$ cat src/rtl/as_gpio_arb.sv
`default_nettype none
// as_gpio_arb: two-requester round-robin arbiter driving a strobed, registered GPIO write port.
// Rev 1.0 - initial release
module as_gpio_arb #(
  parameter int GPIO_W   = 8,
  parameter int HOLD_CYC = 2
) (
  input  logic              clk_i,
  input  logic              rst_i,
  input  logic              req0_i,
  input  logic [GPIO_W-1:0] data0_i,
  output logic              ack0_o,
  input  logic              req1_i,
  input  logic [GPIO_W-1:0] data1_i,
  output logic              ack1_o,
  output logic [GPIO_W-1:0] gpio_o,
  output logic              gpio_oe_o,
  output logic              cs_o,
  output logic              busy_o
);

  typedef enum logic [1:0] {
    S_IDLE   = 2'd0,
    S_SETUP  = 2'd1,
    S_STROBE = 2'd2,
    S_HOLD   = 2'd3
  } state_t;

  localparam logic [3:0] C_HOLD_LOAD = (HOLD_CYC > 0) ? 4'(HOLD_CYC - 1) : 4'd0;

  state_t            r_state;
  state_t            w_next;
  logic [3:0]        r_cnt;
  logic              r_last;
  logic [GPIO_W-1:0] r_gpio;
  logic              r_oe;
  logic              r_cs;
  logic              r_busy;
  logic              r_ack0;
  logic              r_ack1;
  logic              w_grant;
  logic              w_gnt1;

  // On a tie, the requester not named by the last-grant pointer wins.
  assign w_gnt1 = req1_i & (~req0_i | ~r_last);

  always_ff @(posedge clk_i or posedge rst_i) begin
    if (rst_i) r_state <= S_IDLE;
    else       r_state <= w_next;
  end

  always_comb begin
    w_next  = r_state;
    w_grant = 1'b0;
    case (r_state)
      S_IDLE: begin
        if (req0_i | req1_i) begin
          w_next  = S_SETUP;
          w_grant = 1'b1;
        end
      end
      S_SETUP:  w_next = S_STROBE;
      S_STROBE: w_next = (HOLD_CYC > 0) ? S_HOLD : S_IDLE;
      S_HOLD: begin
        if (r_cnt == 4'd0) w_next = S_IDLE;
      end
      default:  w_next = S_IDLE;
    endcase
  end

  // Outputs are registered from the next state so they line up with the state they describe.
  always_ff @(posedge clk_i or posedge rst_i) begin
    if (rst_i) begin
      r_gpio <= '0;
      r_oe   <= 1'b0;
      r_cs   <= 1'b0;
      r_busy <= 1'b0;
      r_ack0 <= 1'b0;
      r_ack1 <= 1'b0;
      r_cnt  <= 4'd0;
      r_last <= 1'b1;
    end else begin
      r_ack0 <= w_grant & ~w_gnt1;
      r_ack1 <= w_grant & w_gnt1;
      r_cs   <= (w_next == S_STROBE);
      r_busy <= (w_next != S_IDLE);
      if (w_grant) begin
        r_gpio <= w_gnt1 ? data1_i : data0_i;
        r_oe   <= 1'b1;
        r_last <= w_gnt1;
      end
      if (r_state == S_STROBE) begin
        r_cnt <= C_HOLD_LOAD;
      end else if ((r_state == S_HOLD) && (r_cnt != 4'd0)) begin
        r_cnt <= r_cnt - 4'd1;
      end
    end
  end

  assign ack0_o    = r_ack0;
  assign ack1_o    = r_ack1;
  assign gpio_o    = r_gpio;
  assign gpio_oe_o = r_oe;
  assign cs_o      = r_cs;
  assign busy_o    = r_busy;

endmodule
`default_nettype wire

$ cat config.mk
export PLATFORM = sky130hd
export DESIGN_NAME = as_gpio_arb
export DESIGN_NICKNAME = d
export VERILOG_FILES = /design/src/rtl/as_gpio_arb.sv
export SDC_FILE = /design/constraint.sdc
export NUM_CORES = 1
export LEC_CHECK = 0
export ABC_AREA = 1
export CAP_MARGIN = 25
export CORE_MARGIN = 2
export CORE_UTILIZATION = 47
export DETAILED_ROUTE_END_ITERATION = 8
export GPL_TIMING_DRIVEN = 0
export PLACE_DENSITY = 0.83
export SLEW_MARGIN = 10
export SYNTH_ARGS = -nofsm -noshare
export SYNTH_HDL_FRONTEND = slang
export SYNTH_SLANG_ARGS = --single-unit
$ cat constraint.sdc
create_clock -name clk_i -period 2.6 [get_ports clk_i]
set_clock_uncertainty 0.1 [all_clocks]
set_input_delay 0.26 -clock clk_i [delete_from_list [all_inputs] [get_ports clk_i]]
set_output_delay 0.26 -clock clk_i [all_outputs]
set_load 0.03 [all_outputs]
### Word level (Yosys, flattened, before mapping)

Cells that the tools add are included.

* register bits: 20
* bits of input ports: 20
* word-level logic and storage cells: 36

* muxes and demuxes: 8
* $add $sub $neg: 1
* bitwise logic cells: 8
* reduce and logical (&&, ||, !) cells: 6
* eq/ne operators: 4

Operators with widths (count)
* 2-to-1 mux 4 bit: 2
* 2-to-1 mux 8 bit: 1
* one-hot mux 2 bit (4 select lines): 1
* equality test 2 bit, second input constant: 3
* logical NOT 4 bit: 1
* 2-to-1 mux 2 bit: 2
* nonzero test 2 bit: 2
* nonzero test 4 bit: 1
* subtractor 4 x 1 -> 4 bit, second input constant: 1
* bitwise AND 1 bit: 3
* inverter 1 bit: 3
* equality test 2 x 1 -> 1 bit, second input constant: 1
* logical NOT 2 bit: 1
* 2-to-1 mux 1 bit: 2
* OR 1 bit: 2
* logical AND 1 bit: 1

### Depth between registers and ports, before layout

Gate-level depths: netlist (run 1).

* depth in word-level cells: 5
* mapped depth: 8

### Worst setup path before layout (run 1)

Ideal clock, no wire load.

* kind: flip-flop to flip-flop
* start point: reg r_cnt[0]
* end point: reg r_cnt[3]
* buffers on the path: 0
* slack: 1.330 ns
* cell stages (with the launch flop): 9
* required time: 2.383 ns
* clock period less this slack: 1.270 ns
* data arrival time: 1.053 ns
* cells stage by stage: dfrtp_1 inv_1 ha_1 nand2_1 inv_2 a21oi_4 inv_2 nand2_1 nand2_1

* longest elaborated chain between the ends: 3
* elaborated cells between the ends (all ways): 6

RTL lines
* start: declaration: line 33 `logic [3:0] r_cnt;`
* start signal: assignment: line 95 `r_cnt <= r_cnt - 4'd1;`
* subtractor 4 x 1 -> 4 bit / nonzero test 4 bit (equally long branches): line 95, 94
* 2-to-1 mux 4 bit / logical AND 1 bit (equally long branches): line 94 `end else if ((r_state == S_HOLD) && (r_cnt != 4'd0)) begin`
* 2-to-1 mux 4 bit / nonzero test 2 bit (equally long branches)

Parallel ways exist; a longest one is shown, timed or not. The select of a mux whose other input is x is not followed.
A chain may end at the register's enable or synchronous reset.

### Final worst setup path (run 1)

* start point: reg r_gpio[7] (netlist: gpio_o[7])
* end point: out gpio_o[7]

RTL lines
* start: declaration: line 35 `logic [GPIO_W-1:0] r_gpio;`
* start signal: assignment: line 88 `r_gpio <= w_gnt1 ? data1_i : data0_i;`
* end: declaration: line 16 `output logic [GPIO_W-1:0] gpio_o,`

No word-level cell between the ends.

==> results.md, run 1 <==
* Status: completed
* Pre-Repair DR Iteration Count at 4
* Relative slew slack at 51.2%
* Die width at slightly below 50 µm
* Final routed DRC violation total at 0
* Sequential power share at 35.4%
* Syn Area/Cell at 7.78 µm²
* Cells after DPL at between 150 and 200
* Layout net count at 179
* Most frequent cells in the layout: 65 x nand2_1, 32 x clkdlybuf4s50_1, 19 x dfrtp_1, 9 x inv_1, 7 x nor2_1
* Final wirelength at 1.81 mm
* GPL Wtd Cong at 0.751
* Area added between synthesis and finish at 41.5%
* Post-synth net total at 142
* RSZ-0062 raised after global routing: false
* Crit path time final at between 1.5 and 2 ns
* DP Area at 1290 µm²
* Ant. Diodes at 0
* Critical path class: flip-flop to output pin
* PwrDens at 1100 nW/µm²
* First-pass GRT wire length at a little over 3 mm
* Leakage power at ~0.0007 µW
* Worst vdd ir at 694 µV
* Final cell count without fillers at 184
* Setup bufs post-CTS at 0
* Max-cap violations at 0
* Routed len/inst at 9.85 µm
* IO Count at 33
* Crit path arrival time at between 1 and 1.5 ns
* Largest net degree at the start of global routing at 21
* Sequential Area at 502 µm²
* Actual slew at the worst max-slew pin at 0.732 ns
* Total gr overflow at 0
* Area of the multi-input gates at 372 µm²
* Sequential area share after synthesis at 53.3%
* Root Buffer: clkbuf_4
* Combinational share of power at 52.5%
* Max frequency at 0.583 GHz
* Starting DRT DRC Count at 15
* #FFs+latches synth at 20
* Setup violators final at 0
* Clk_lat worst skew at 0.29 ns
* Switching share of power at 42.9%
* CP max stage delay at 0.69 ns
* CTS tree: done
* Final period util at 65.9%
* Mapped cell area at 941 µm²
* Vias/cell at 4.47
* Core ar. at 1920 µm²
* Total GRT Usage at 16.8%
* Via count at 823
* Final Hold Violating Endpoints at 0
* Mapped Cells at 121
* Clock slew at reported path FFs at between 0.1 and 0.15 ns
* Cell variety after synth at 16
* DP Wirelength at 1.45 mm
* Antenna Nets Post-Route at 0
* Ys Warns at 0
* Initial Util at 49.0%
* Number of global-route vias before repair at 783
* CP endpoint kind: output pin
* Final Cell Area at about 1300 µm²
* Clock power share at about an eighth
* Top Family by Delay on Critical Path: buffers and inverters
* CTS Hold Bufs at 0
* Max H-tree Level at 1
* Rows at 16
* Fillcell total at 165
* CP Data Required Time at 2.24 ns
* Post-cts resize count at 0
* IO Port Bufs at 32
* CTS Buf Count at 3
* Setup total negative slack at 0 ns
* Area of the die at approximately 2400 µm²
* Worst path slowest cell: clkdlybuf4s50_1
* WP buf/inv at 1
* Cell-internal power at 833 µW
* Leading cell type in the layout, fill and taps excluded: nand2_1
* Sinks on Clock Net at 20
* Worst-path maximum fanout at 2
* Sw Pwr at around 630 µW
* Antenna violations before repair at 0
* Layout cells sized above 1 at 9.55%
* Max-slew violations at 0
* Crit path cell chain: clkdlybuf4s50_1
* Die outline height at around 49 µm
* CP startpoint kind: flip-flop
* Clock buffer depth at 2
* Hold WC Path Type: input pin to asynchronous set/reset pin
## power groups by stage
stage | registers [µW] | logic (µW) | clock network [µW]
final | 516 | 765 | 176
after global routing | 533 | 848 | 196
after CTS | 517 | 773 | 181
after detailed placement | 524 | 769 | 0
after global placement | 519 | 746 | 0
after floorplan | 667 | 360 | 0
## flip-flops by register name, indices dropped and copies added, names as in the netlist
| name | cells |
|---|---|
| r_state | 2 |
| gpio_o | 8 |
| cs_o | 1 |
| gpio_oe_o | 1 |
| ack0_o | 1 |
| ack1_o | 1 |
| r_last | 1 |
| busy_o | 1 |
| r_cnt | 4 |
## per-stage QoR
step | setup WS, ns | util (%) | hold slack, ns | total power [µW]
detailed placement | 1.10 | 67.4 | 0.350 | 1290
global placement | 1.13 | 67.4 | 0.346 | 1260
floorplan | 1.33 | - | 0.123 | 1030
global route | 0.826 | 69.3 | 0.342 | 1580
CTS | 0.880 | 69.3 | 0.310 | 1470
finish | 0.886 | 69.3 | 0.278 | 1460
## synthesized netlist by cell type
cell	instances	share of area [%]
a21oi_1	1	0.53
a21oi_4	1	1.7
buf_4	2	1.6
dfrtp_1	19	51
dfstp_2	1	2.8
ha_1	1	1.3
inv_1	9	3.6
inv_2	5	2.0
nand2_1	65	26
nand3_1	3	1.6
nand3b_4	1	2.1
nor2_1	7	2.8
nor2_2	1	0.67
o21ai_0	1	0.53
o21ai_1	3	1.6
or2_1	1	0.67
## final cells by class
cell class,instances,share of cell area (%)
Buffer,2,1.13
Clock buffer,4,2.73
Multi-Input combinational cell,85,27.9
Timing Repair Buffer,32,24.1
Tap cell,27,2.54
Inverter,14,3.95
Sequential cell,20,37.7
## worst paths after layout
check | start | endpoint | slack, ns | depth (start not counted)
hold reg to reg | r_state[1] | cs_o | 0.37 | 1
hold / removal | rst_i | r_cnt[2] | 0.28 | 2
min in group clk_i | r_state[1] | cs_o | 0.37 | 1
setup / recovery | gpio_o[7] | gpio_o[7] | 0.89 | 1
setup reg to reg | r_cnt[0] | r_cnt[3] | 1.21 | 8
max in group asynchronous | rst_i | gpio_o[2] | 1.67 | 2
## kinds of logic after synthesis
logic type | share of synthesized area [%]
adders and majority gates | 1.33
AOI/OAI and AO/OA | 4.39
buffers and inverters | 7.18
DFF | 53.3
and+or+nand+nor | 33.8
## metal layers
metal,global-route usage [%],part of all wire [%],vias up
li1,-,-,432
met1,19.6,46,361
met2,27.9,46,28
met3,4.01,6.6,2
met4,10.0,0.99,0
met5,0,0,-
Note: power is estimated with default switching activity, not from simulation.
==> run 2, diff against run 1 <==
--- a/config.mk
+++ b/config.mk
@@ -8,10 +8,10 @@
 export ABC_AREA = 1
 export CAP_MARGIN = 25
 export CORE_MARGIN = 2
-export CORE_UTILIZATION = 47
+export CORE_UTILIZATION = 43
 export DETAILED_ROUTE_END_ITERATION = 8
 export GPL_TIMING_DRIVEN = 0
-export PLACE_DENSITY = 0.83
+export PLACE_DENSITY = 0.77
 export SLEW_MARGIN = 10
 export SYNTH_ARGS = -nofsm -noshare
 export SYNTH_HDL_FRONTEND = slang
==> constraint.sdc (replaced) <==
create_clock -name clk_i -period 1.59 [get_ports clk_i]
set_clock_uncertainty 0.1 [all_clocks]
set_input_delay 0.159 -clock clk_i [delete_from_list [all_inputs] [get_ports clk_i]]
set_output_delay 0.159 -clock clk_i [all_outputs]
set_load 0.03 [all_outputs]
==> run 2 against run 1 <==
  * Global-route usage grew 0.52 points
  * Largest cell class unchanged
  * Non-clock buffer count is the same
  * Critical path depth grew 7
  * Register-to-register slack lost 1.0 ns
  * Power grew 59%
  * Critical endpoint is now r_cnt[3]
  * Utilization shrank 3.7 points
  * Worst hold slack lost 0.11 ns
  * Wire length grew 5.4%
==> results.md, run 2 (same netlist as run 1, synthesis figures left out) <==
* Status: completed
* Worst-path maximum fanout at 7 (+5)
* Final period util at between 80% and 90%
* Total gr overflow at 0 (unchanged)
* Final routed DRC violation total at 0 (unchanged)
* Sequential power share at 36.0% (+0.6 points)
* Worst vdd ir at 950 µV (+37%)
* Max reg flops at 8 (unchanged)
* CTS Hold Bufs at 0 (unchanged)
* Vias/cell at 4.57 (+2.1%)
* DP Area at 1290 µm² (unchanged)
* Actual slew at the worst max-slew pin at 0.736 ns (+0.00432 ns)
* Sinks on Clock Net at 20 (unchanged)
* CTS Buf Count at 3 (unchanged)
* Die width at 50.8 µm (+4.2%)
* IO Count at 33 (unchanged)
* DP Wirelength at 1.50 mm (+3.8%)
* Hold WC Path Type: input pin to asynchronous set/reset pin
* Clock slew at reported path FFs at 0.11 ns (about the same)
* Leading cell type in the layout, fill and taps excluded: nand2_1
* Clk_lat worst skew at 0.30 ns (about the same)
* Switching share of power at 44.3% (+1.4 points)
* CTS tree: done
* Cell-internal power at 1290 µW (+55%)
* Sw Pwr at 1020 µW (+64%)
* Max-cap violations at 0 (unchanged)
* Die outline height at 50.8 µm (+4.2%)
* Combinational share of power at 51.1% (-1.4 points)
* Post-layout power at 2310 µW (+59%)
* Crit path time final at 1.41 ns
* CP endpoint kind: flip-flop
* Max frequency at 0.712 GHz
* First-pass GRT wire length at 3.28 mm (+7.0%)
* Layout net count at 179 (unchanged)
* Final wirelength at 1.91 mm (+5.4%)
* CP Data Required Time at 1.70 ns (-0.54 ns)
* Antenna violations before repair at 0 (unchanged)
* Layout cells sized above 1 at 9.55% (unchanged)
* Setup violators final at 0 (unchanged)
* Initial Util at 46.5% (-2.4 points)
* Number of global-route vias before repair at 752 (-4.0%)
* Rows at 16 (unchanged)
* Final Cell Area at 1330 µm² (-0.38%)
* Fillcell total at 171 (+3.6%)
* Total GRT Usage at 17.3% (+0.52 points)
* RSZ-0062 raised after global routing: false
* Via count at 840 (+2.1%)
* Core ar. at 2020 µm² (+5.2%)
* Clock buffer depth at 2 (unchanged)
* Routed len/inst at 10.4 µm (+5.4%)
* Relative slew slack at 50.9% (-0.29 points)
* Leakage power at 0.000763 µW (+8.8%)
* Critical path class: flip-flop to flip-flop
* PwrDens at 1740 nW/µm² (+59%)
* Pre-Repair DR Iteration Count at 6 (+2)
* CP startpoint kind: flip-flop
* Area of the die at 2580 µm² (+8.5%)
* Setup total negative slack at 0 ns (unchanged)
* Area added between synthesis and finish at 41.0%
* Clock power share at 12.9% (+0.8 points)
* Final worst slack at 0.185 ns (-0.701 ns)
* Post-place setup slack at 0.170 ns (-0.927 ns)
* Setup bufs post-CTS at 0 (unchanged)
* Antenna Nets Post-Route at 0 (unchanged)
* Crit path arrival time at 1.51 ns (+0.16 ns)
* IO Port Bufs at 32 (unchanged)
* GPL Wtd Cong at 0.692 (-7.9%)
* Final Hold Violating Endpoints at 0 (unchanged)
* Most frequent cells in the layout: 65 x nand2_1, 19 x dfrtp_1, 19 x clkdlybuf4s50_1, 10 x dlygate4sd2_1, 9 x inv_1
* Root Buffer: clkbuf_4
* Hold WS at 0.167 ns (-0.111 ns)
* Max-slew violations at 0 (unchanged)
* Max H-tree Level at 1 (unchanged)
* Ant. Diodes at 0 (unchanged)
* Largest net degree at the start of global routing at 21 (unchanged)
* Starting DRT DRC Count at 16 (+1)
-- run 2: cell count changes in the layout (fill, tap and decap cells not counted) --
| cell | previous run | this run |
|---|---|---|
| dlymetal6s2s_1 | 0 | 3 |
| dlygate4sd2_1 | 0 | 10 |
| clkdlybuf4s50_1 | 32 | 19 |
-- run 2: final timing paths --
| kind | start | end | slack [ns] | cells after the start |
|---|---|---|---|---|
| min reg2reg | r_state[1] | cs_o | 0.37 | 1 |
| min | rst_i | gpio_o[2] | 0.17 | 2 |
| max reg2reg | r_cnt[0] | r_cnt[3] | 0.18 | 8 |
| max | r_cnt[0] | r_cnt[3] | 0.18 | 8 |
| max in group asynchronous | rst_i | gpio_oe_o | 0.77 | 2 |
| min in group clk_i | r_state[1] | cs_o | 0.37 | 1 |
-- run 2: through the flow --
stage	util (%)	std cells
floorplan	-	121
global placement	64.0	180
detailed placement	64.0	180
CTS	65.2	184
global route	65.6	184
finish	65.6	184
-- run 2: final cells by class --
class                           instances  area [µm²]  area share, %
Timing Repair Buffer                   32         315           23.8
Inverter                               14        52.6           3.96
Sequential cell                        20         502           37.8
Buffer                                  2        15.0           1.13
Clock buffer                            4        36.3           2.74
Multi-Input combinational cell         85         372           28.0
Tap cell                               27        33.8           2.55
-- run 2: layer usage --
metal  vias to the layer above  track usage, %  wire length (µm)
met3                         5            3.87               134
met1                       374            19.5               819
met4                         0            8.11                33
met5                         -               0                 0
li1                        430               -                 -
met2                        31            30.7               921
-- run 2: worst max-delay path, cell delays in order (launching register included) --
cell     delay (ns)
dfrtp_1        0.36
inv_1          0.08
ha_1           0.24
nand2_1        0.08
inv_2          0.04
a21oi_4        0.21
inv_2          0.09
nand2_1        0.07
nand2_1        0.05
-- run 2: repair_timing --
action,CTS,global route
resized for setup,10,3
setup endpoints to repair,10,3
gates cloned,0,0
-- run 2: power by group through the flow --
stage / clock network (µW) / logic, µW / registers [µW]
4_1_cts: 302 / 1200 / 836
3_5_place_dp: 0 / 1270 / 847
6_report: 299 / 1180 / 832
5_1_grt: 324 / 1320 / 862
2_1_floorplan: 0 / 588 / 1090
3_3_place_gp: 0 / 1230 / 846
